[src/rtl/kpn_fifo_channel.sv]
// Bounded KPN channel FIFO with registered read data and a one-cycle valid pulse.
// Optional sticky overflow/underflow flags and a high-water mark are enabled by KPN_FIFO_STATS_EN.
module kpn_fifo_channel #(
  parameter int DATA_WIDTH = 16,
  parameter int DEPTH      = 8,
  parameter int ADDR_WIDTH = 3
) (
  input  logic                  clk,
  input  logic                  reset,
  input  logic                  wr,
  input  logic [DATA_WIDTH-1:0] data_in,
  input  logic                  rd,
  output logic [DATA_WIDTH-1:0] data_out,
  output logic                  valid_out,
  output logic                  full,
  output logic                  empty,
`ifdef KPN_FIFO_STATS_EN
  output logic                  overflow,
  output logic                  underflow,
  output logic [ADDR_WIDTH:0]   max_count,
`endif
  output logic [ADDR_WIDTH:0]   count
);

  localparam logic [ADDR_WIDTH:0] FULL_COUNT = (ADDR_WIDTH+1)'(DEPTH);

  logic [DATA_WIDTH-1:0] mem [DEPTH];
  logic [ADDR_WIDTH-1:0] wr_ptr_q, wr_ptr_d;
  logic [ADDR_WIDTH-1:0] rd_ptr_q, rd_ptr_d;
  logic [ADDR_WIDTH:0]   count_q, count_d;
  logic [DATA_WIDTH-1:0] data_out_q, data_out_d;
  logic                  valid_q, valid_d;
  logic                  wr_accept, rd_accept;

`ifdef KPN_FIFO_STATS_EN
  logic                  overflow_q, overflow_d;
  logic                  underflow_q, underflow_d;
  logic [ADDR_WIDTH:0]   max_count_q, max_count_d;
`endif

  assign full  = (count_q == FULL_COUNT);
  assign empty = (count_q == {(ADDR_WIDTH+1){1'b0}});

  // When full, a simultaneous read frees the slot being written, so both proceed.
  always_comb begin
    wr_accept  = wr && (!full || rd);
    rd_accept  = rd && !empty;
    wr_ptr_d   = wr_ptr_q;
    rd_ptr_d   = rd_ptr_q;
    count_d    = count_q;
    data_out_d = data_out_q;
    valid_d    = 1'b0;
    if (wr_accept) begin
      wr_ptr_d = wr_ptr_q + ADDR_WIDTH'(1);
    end else begin
      wr_ptr_d = wr_ptr_q;
    end
    if (rd_accept) begin
      rd_ptr_d   = rd_ptr_q + ADDR_WIDTH'(1);
      data_out_d = mem[rd_ptr_q];
      valid_d    = 1'b1;
    end else begin
      rd_ptr_d   = rd_ptr_q;
      data_out_d = data_out_q;
      valid_d    = 1'b0;
    end
    case ({wr_accept, rd_accept})
      2'b10:   count_d = count_q + (ADDR_WIDTH+1)'(1);
      2'b01:   count_d = count_q - (ADDR_WIDTH+1)'(1);
      default: count_d = count_q;
    endcase
  end

`ifdef KPN_FIFO_STATS_EN
  always_comb begin
    overflow_d  = overflow_q | (wr && full && !rd);
    underflow_d = underflow_q | (rd && empty);
    if (count_d > max_count_q) begin
      max_count_d = count_d;
    end else begin
      max_count_d = max_count_q;
    end
  end
`endif

  always_ff @(posedge clk) begin
    if (reset) begin
      wr_ptr_q    <= {ADDR_WIDTH{1'b0}};
      rd_ptr_q    <= {ADDR_WIDTH{1'b0}};
      count_q     <= {(ADDR_WIDTH+1){1'b0}};
      data_out_q  <= {DATA_WIDTH{1'b0}};
      valid_q     <= 1'b0;
`ifdef KPN_FIFO_STATS_EN
      overflow_q  <= 1'b0;
      underflow_q <= 1'b0;
      max_count_q <= {(ADDR_WIDTH+1){1'b0}};
`endif
    end else begin
      wr_ptr_q    <= wr_ptr_d;
      rd_ptr_q    <= rd_ptr_d;
      count_q     <= count_d;
      data_out_q  <= data_out_d;
      valid_q     <= valid_d;
`ifdef KPN_FIFO_STATS_EN
      overflow_q  <= overflow_d;
      underflow_q <= underflow_d;
      max_count_q <= max_count_d;
`endif
    end
  end

  // Storage is deliberately left uninitialised by reset; only the pointers are cleared.
  always_ff @(posedge clk) begin
    if (wr_accept && !reset) begin
      mem[wr_ptr_q] <= data_in;
    end
  end

  assign data_out  = data_out_q;
  assign valid_out = valid_q;
  assign count     = count_q;
`ifdef KPN_FIFO_STATS_EN
  assign overflow  = overflow_q;
  assign underflow = underflow_q;
  assign max_count = max_count_q;
`endif

endmodule

[config.mk]
export PLATFORM = sky130hd
export DESIGN_NAME = kpn_fifo_channel
export DESIGN_NICKNAME = d
export VERILOG_FILES = /design/src/rtl/kpn_fifo_channel.sv
export SDC_FILE = /design/constraint.sdc
export NUM_CORES = 1
export LEC_CHECK = 0
export CAP_MARGIN = 25
export CORE_ASPECT_RATIO = 1.1
export CORE_MARGIN = 2
export CORE_UTILIZATION = 50
export DETAILED_ROUTE_END_ITERATION = 12
export GPL_TIMING_DRIVEN = 1
export PLACE_DENSITY = 0.7
export SYNTH_ARGS = -nofsm -noshare
export SYNTH_HDL_FRONTEND = slang
export SYNTH_SLANG_ARGS = --single-unit
[constraint.sdc]
create_clock -name clk -period 2.9 [get_ports clk]
set_input_delay 0.725 -clock clk [delete_from_list [all_inputs] [get_ports clk]]
set_output_delay 0.725 -clock clk [all_outputs]
set_load 0.03 [all_outputs]
* After elaboration in Yosys (flattened, before gate mapping)
Memories as Yosys holds them, arrays and structs flattened. A register that Yosys moved wholly into a read port is not among the register bits.
Index checks and enable logic that the tools add are counted.
Widths: inputs -> output; s select.
** Storage, ports and cells
- Output and inout bits :: 23
- Memories kept :: 1
- Bits of input ports :: 20
- RAM bits :: 128
- Register bits after elaboration :: 11
** Cells by class
- Reduce and logical (&&, ||, !) cells :: 9
- Muxes and demuxes :: 4
- Equal/unequal tests :: 3
- Add/sub/neg operators :: 4
** Memories
- mem :: words 8, width 16, rd ports 1, clocked after memory_dff 1, write ports 1, line 27 : logic [DATA_WIDTH-1:0] mem [DEPTH];
** Operator list (count)
- $pmux 4 s2 :: 1
- $add 3x1->3 const B :: 2
- $add 4x1->4 const B :: 1
- $eq 4x4->1 const B :: 1
- $logic_not 4->1 :: 1
- $sub 4x1->4 const B :: 1
- $logic_and 1x1->1 :: 3
- $logic_not 1->1 :: 3
- $mux 1 :: 3
- $eq 2x1->1 const B :: 1
- $eq 2x2->1 const B :: 1
- $reduce_bool 2->1 :: 1
- $logic_or 1x1->1 :: 1

* Depth between registers and ports, before layout
- Word-level depth :: 7
- Depth in mapped cells :: 9

* Least setup slack after synthesis
No wires, ideal clock.
- Path type :: register to register
- Start :: register count_q[0] (netlist: count[0])
- End :: memory mem[0][0] (enable)
- Path buffers :: 0
- Library setup time :: 0.436 ns
- Arrival time :: 2.685 ns
- Required time :: 2.464 ns
- Cell stages (with the launch flop) :: 4
- Clock period less this slack :: 3.121 ns
- Setup slack :: -0.221 ns
- Path through :: dfxtp_1 > or4b_4 > o21ai_4 > nor4b_1
** On the way
- Cells in the longest elaborated chain, start to end :: 7
** RTL lines
- start: declaration :: line 30 : logic [ADDR_WIDTH:0] count_q, count_d;
- start signal: assignment :: line 90 : count_q <= {(ADDR_WIDTH+1){1'b0}};
- start signal: assignment :: line 101 : count_q <= count_d;
- $eq 4x4->1 :: line 41 : assign full = (count_q == FULL_COUNT);
- $logic_not 1->1 :: line 46 : wr_accept = wr && (!full || rd);
- $logic_or 1x1->1 :: line 46
- $logic_and 1x1->1 :: line 46
- $logic_and 1x1->1 :: line 114 : if (wr_accept && !reset) begin
- $mux 1 :: line 114
- $mux 1 (not written as such) :: line 115 : mem[wr_ptr_q] <= data_in;
- end: declaration :: line 27
Every way passes these cells.

* Worst setup path in the final report
- Start :: register count_q[0] (netlist: count[0])
- End :: output empty
** On the way
- Cells in the longest elaborated chain, start to end :: 1
** RTL lines
- $logic_not 4->1 :: line 42 : assign empty = (count_q == {(ADDR_WIDTH+1){1'b0}});
- end: declaration :: line 16 : output logic empty,
Every way passes these cells.

==> run summary <==
Via count: 3098
Core ar.: 11400 um2
CTS sink count: 155
Io pins: 43
Register area share after synthesis: 74.8%
Slew @ Worst Pin: 0.534 ns
CP arrival: 1.87 ns
Reg-to-reg critical path startpoint: count[1]$_SDFFE_PP0P_
Cts repair resizes: 0
Area share of the largest cell type after synthesis: 65.6%
Share of the core filled with cells: 62.8%
Post-CTS Setup Inserts: 0
IO Port Bufs: 42
Initial Utilization: 51.2%
WS Path Type: flop to primary output
Synth warn: 0
Syn Area/Cell: 18.8 um2
DRT iter0 DRCs: 227
Async S/R FF share, synth: 0%
DRC violation count after routing: 0
Hold Vio Cnt, Final: 0
Layout area overhead: 22.6%
RSZ-0062 raised after global routing: false
Layout Skew: 0.00559 ns
Cell variety after synth: 34
RD Place Congestion: 0.728
Clock slew at reported path FFs: 0.06 ns
Ranking of synthesized cells by area: edfxtp_1 (66%), mux4_2 (12%), dfxtp_1 (9.2%)
WL/cell: 21.6 um
CP startpoint kind: flop
Hold_sp: data_out[11]$_SDFFE_PP0P_
Fraction of layout cells with a size suffix above 1: 23.1%
Post-DP HPWL: 6.53 mm
Fillers: 806
Slew Limit Fails: 0
Syn Nets: 337
Hold bufs inserted after CTS: 0
Clk root buf: clkbuf_16
CTS HTree Levels: 4
Setup crit end kind: primary output
Slowest cell on the critical path: clkdlybuf4s50_1
Hold Path Class: flop to flop
Routed WL: 11.6 mm
Area occupied by multi-input gates: 1430 um2
Leakage: 0.00236 uW
Die width: 107 um
Flops & latches, synth: 155
Mapped Area: 5860 um2
Tmin final: 2.59 ns
# setup viols final: 0
Hold endpoint: data_out[11]$_SDFFE_PP0P_
Largest net degree at the start of global routing: 34
Worst R2R Path Depth: 8
Achievable Freq: 386 MHz
Grt total ovfl: 0
Critical Path Max Stage Delay: 0.72 ns
Register area: 4390 um2
Die area: 12600 um2
Worst skew pair latency: 0.42 ns
Vias in the first global route: 3179
Detailed Routing Iterations Pass 1: 4
Cells after synthesis: 311
Worst EP required: 2.17 ns
Max_cap viols: 0
Hold WS: 0.487 ns
Worst path cell trace: buf_4, nor4_1, clkdlybuf4s50_1
Chip height: 118 um
Inserted Clock Buffers: 17
N_diodes: 0
Post-synth EDFFs: 128
All-Layer GR Usage: 20.0%
Worst relative slew slack: 64.2%
Final ANT Viol Nets: 0
Rows: 41
Worst Setup SP: count[0]$_SDFFE_PP0P_
Power Dens Cells: 867 nW/um2
Commonest non-fill, non-tap cells in the layout: edfxtp_1 (128), clkdlybuf4s50_1 (41), nor2_1 (32), mux4_2 (32), dfxtp_1 (26)
CTS tree: done
Max clock buf depth: 2
Max VDD drop: 0.584 mV
Hold depth: 2
Antenna violations before repair: 0
Worst R2R Setup Slack: 0.32 ns
TNS Setup: 0 ns
Main synth FF type: edfxtp_1
DR vias/cell: 5.74
Status: complete, no violations
Commonest non-fill, non-tap cell in the layout: edfxtp_1
R2r endpoint: count[3]$_SDFFE_PP0P_
Biggest area consumer among synthesized cells: edfxtp_1
Nets@finish: 403
Fin crit share: 89.3%
Worst-path maximum fanout: 6
First-pass GRT wire length: 17.9 mm
==> through the flow <==
step	power [uW]	cell area (um2)	cells	setup WS, ns
floorplan	3690	5870	311	0.205
global placement	4180	6620	508	0.0286
detailed placement	4220	6620	508	-0.0743
CTS	6280	7180	540	0.0375
global route	6480	7180	540	0.160
finish	6230	7180	540	0.309
==> how the worst max path moves through the flow <==
stage                                  endpoint  cells after the start
after global routing      count[3]$_SDFFE_PP0P_                      8
after floorplan           count[3]$_SDFFE_PP0P_                      8
final                                     empty                      3
after CTS                                  full                      3
after detailed placement  count[3]$_SDFFE_PP0P_                      8
after global placement    count[3]$_SDFFE_PP0P_                      8
==> routing by layer <==
metal | wire [um] | up-vias | track usage (%) | share of wire (%)
met5 | 0 | - | 0 | 0
met4 | 260 | 0 | 8.28 | 2.2
met3 | 742 | 22 | 5.54 | 6.4
met2 | 5830 | 122 | 31.4 | 50
met1 | 4810 | 1572 | 26.6 | 41
li1 | - | 1382 | - | -
==> area by class of cell <==
cell class | instances | share of cell area [%]
clock buffer | 18 | 5.97
multi-input combinational | 137 | 19.9
timing repair buffer | 62 | 8.50
inverter | 4 | 0.209
clock inverter | 14 | 1.81
tap | 150 | 2.61
sequential | 155 | 61.0
==> sequential cells by signal, indices dropped and copies added, names as in the netlist <==
name / flops
valid_out: 1
count: 4
mem: 128
data_out: 16
rd_ptr_q: 3
wr_ptr_q: 3
==> critical path: cells and delay by family, from the launching register on <==
kind,cells,cell delay [ns]
simple gates,1,0.27
buf+inv,2,0.88
flops,1,0.31
==> cell usage after synthesis (all sizes together), types with 2 or more instances <==
library cell	count
ha	5
a21oi	5
nor4	2
xor2	5
buf	11
edfxtp	128
o211ai	2
nor3	18
nand2	4
mux4	32
nor2	32
o22ai	15
mux2i	3
clkbuf	4
inv	4
dfxtp	27
==> report_power, final <==
part / switching [uW] / leakage [uW] / total [uW] / internal [uW]
sequential: 128 / 0.00138 / 2710 / 2580
combinational: 803 / 0.000716 / 1450 / 643
clock: 824 / 0.000266 / 2070 / 1250
==> cell families after synthesis <==
kind of cell,count (synthesis),synth area share (%)
multiplexers,35,12.8
buffers and inverters,19,1.64
AO/OA/AOI/OAI,26,3.18
flip-flops,155,74.8
XOR/XNOR,6,0.896
adder cells (fa/ha/maj),6,1.41
AND/OR/NAND/NOR,64,5.27
Note: power is estimated with default switching activity, not from simulation.
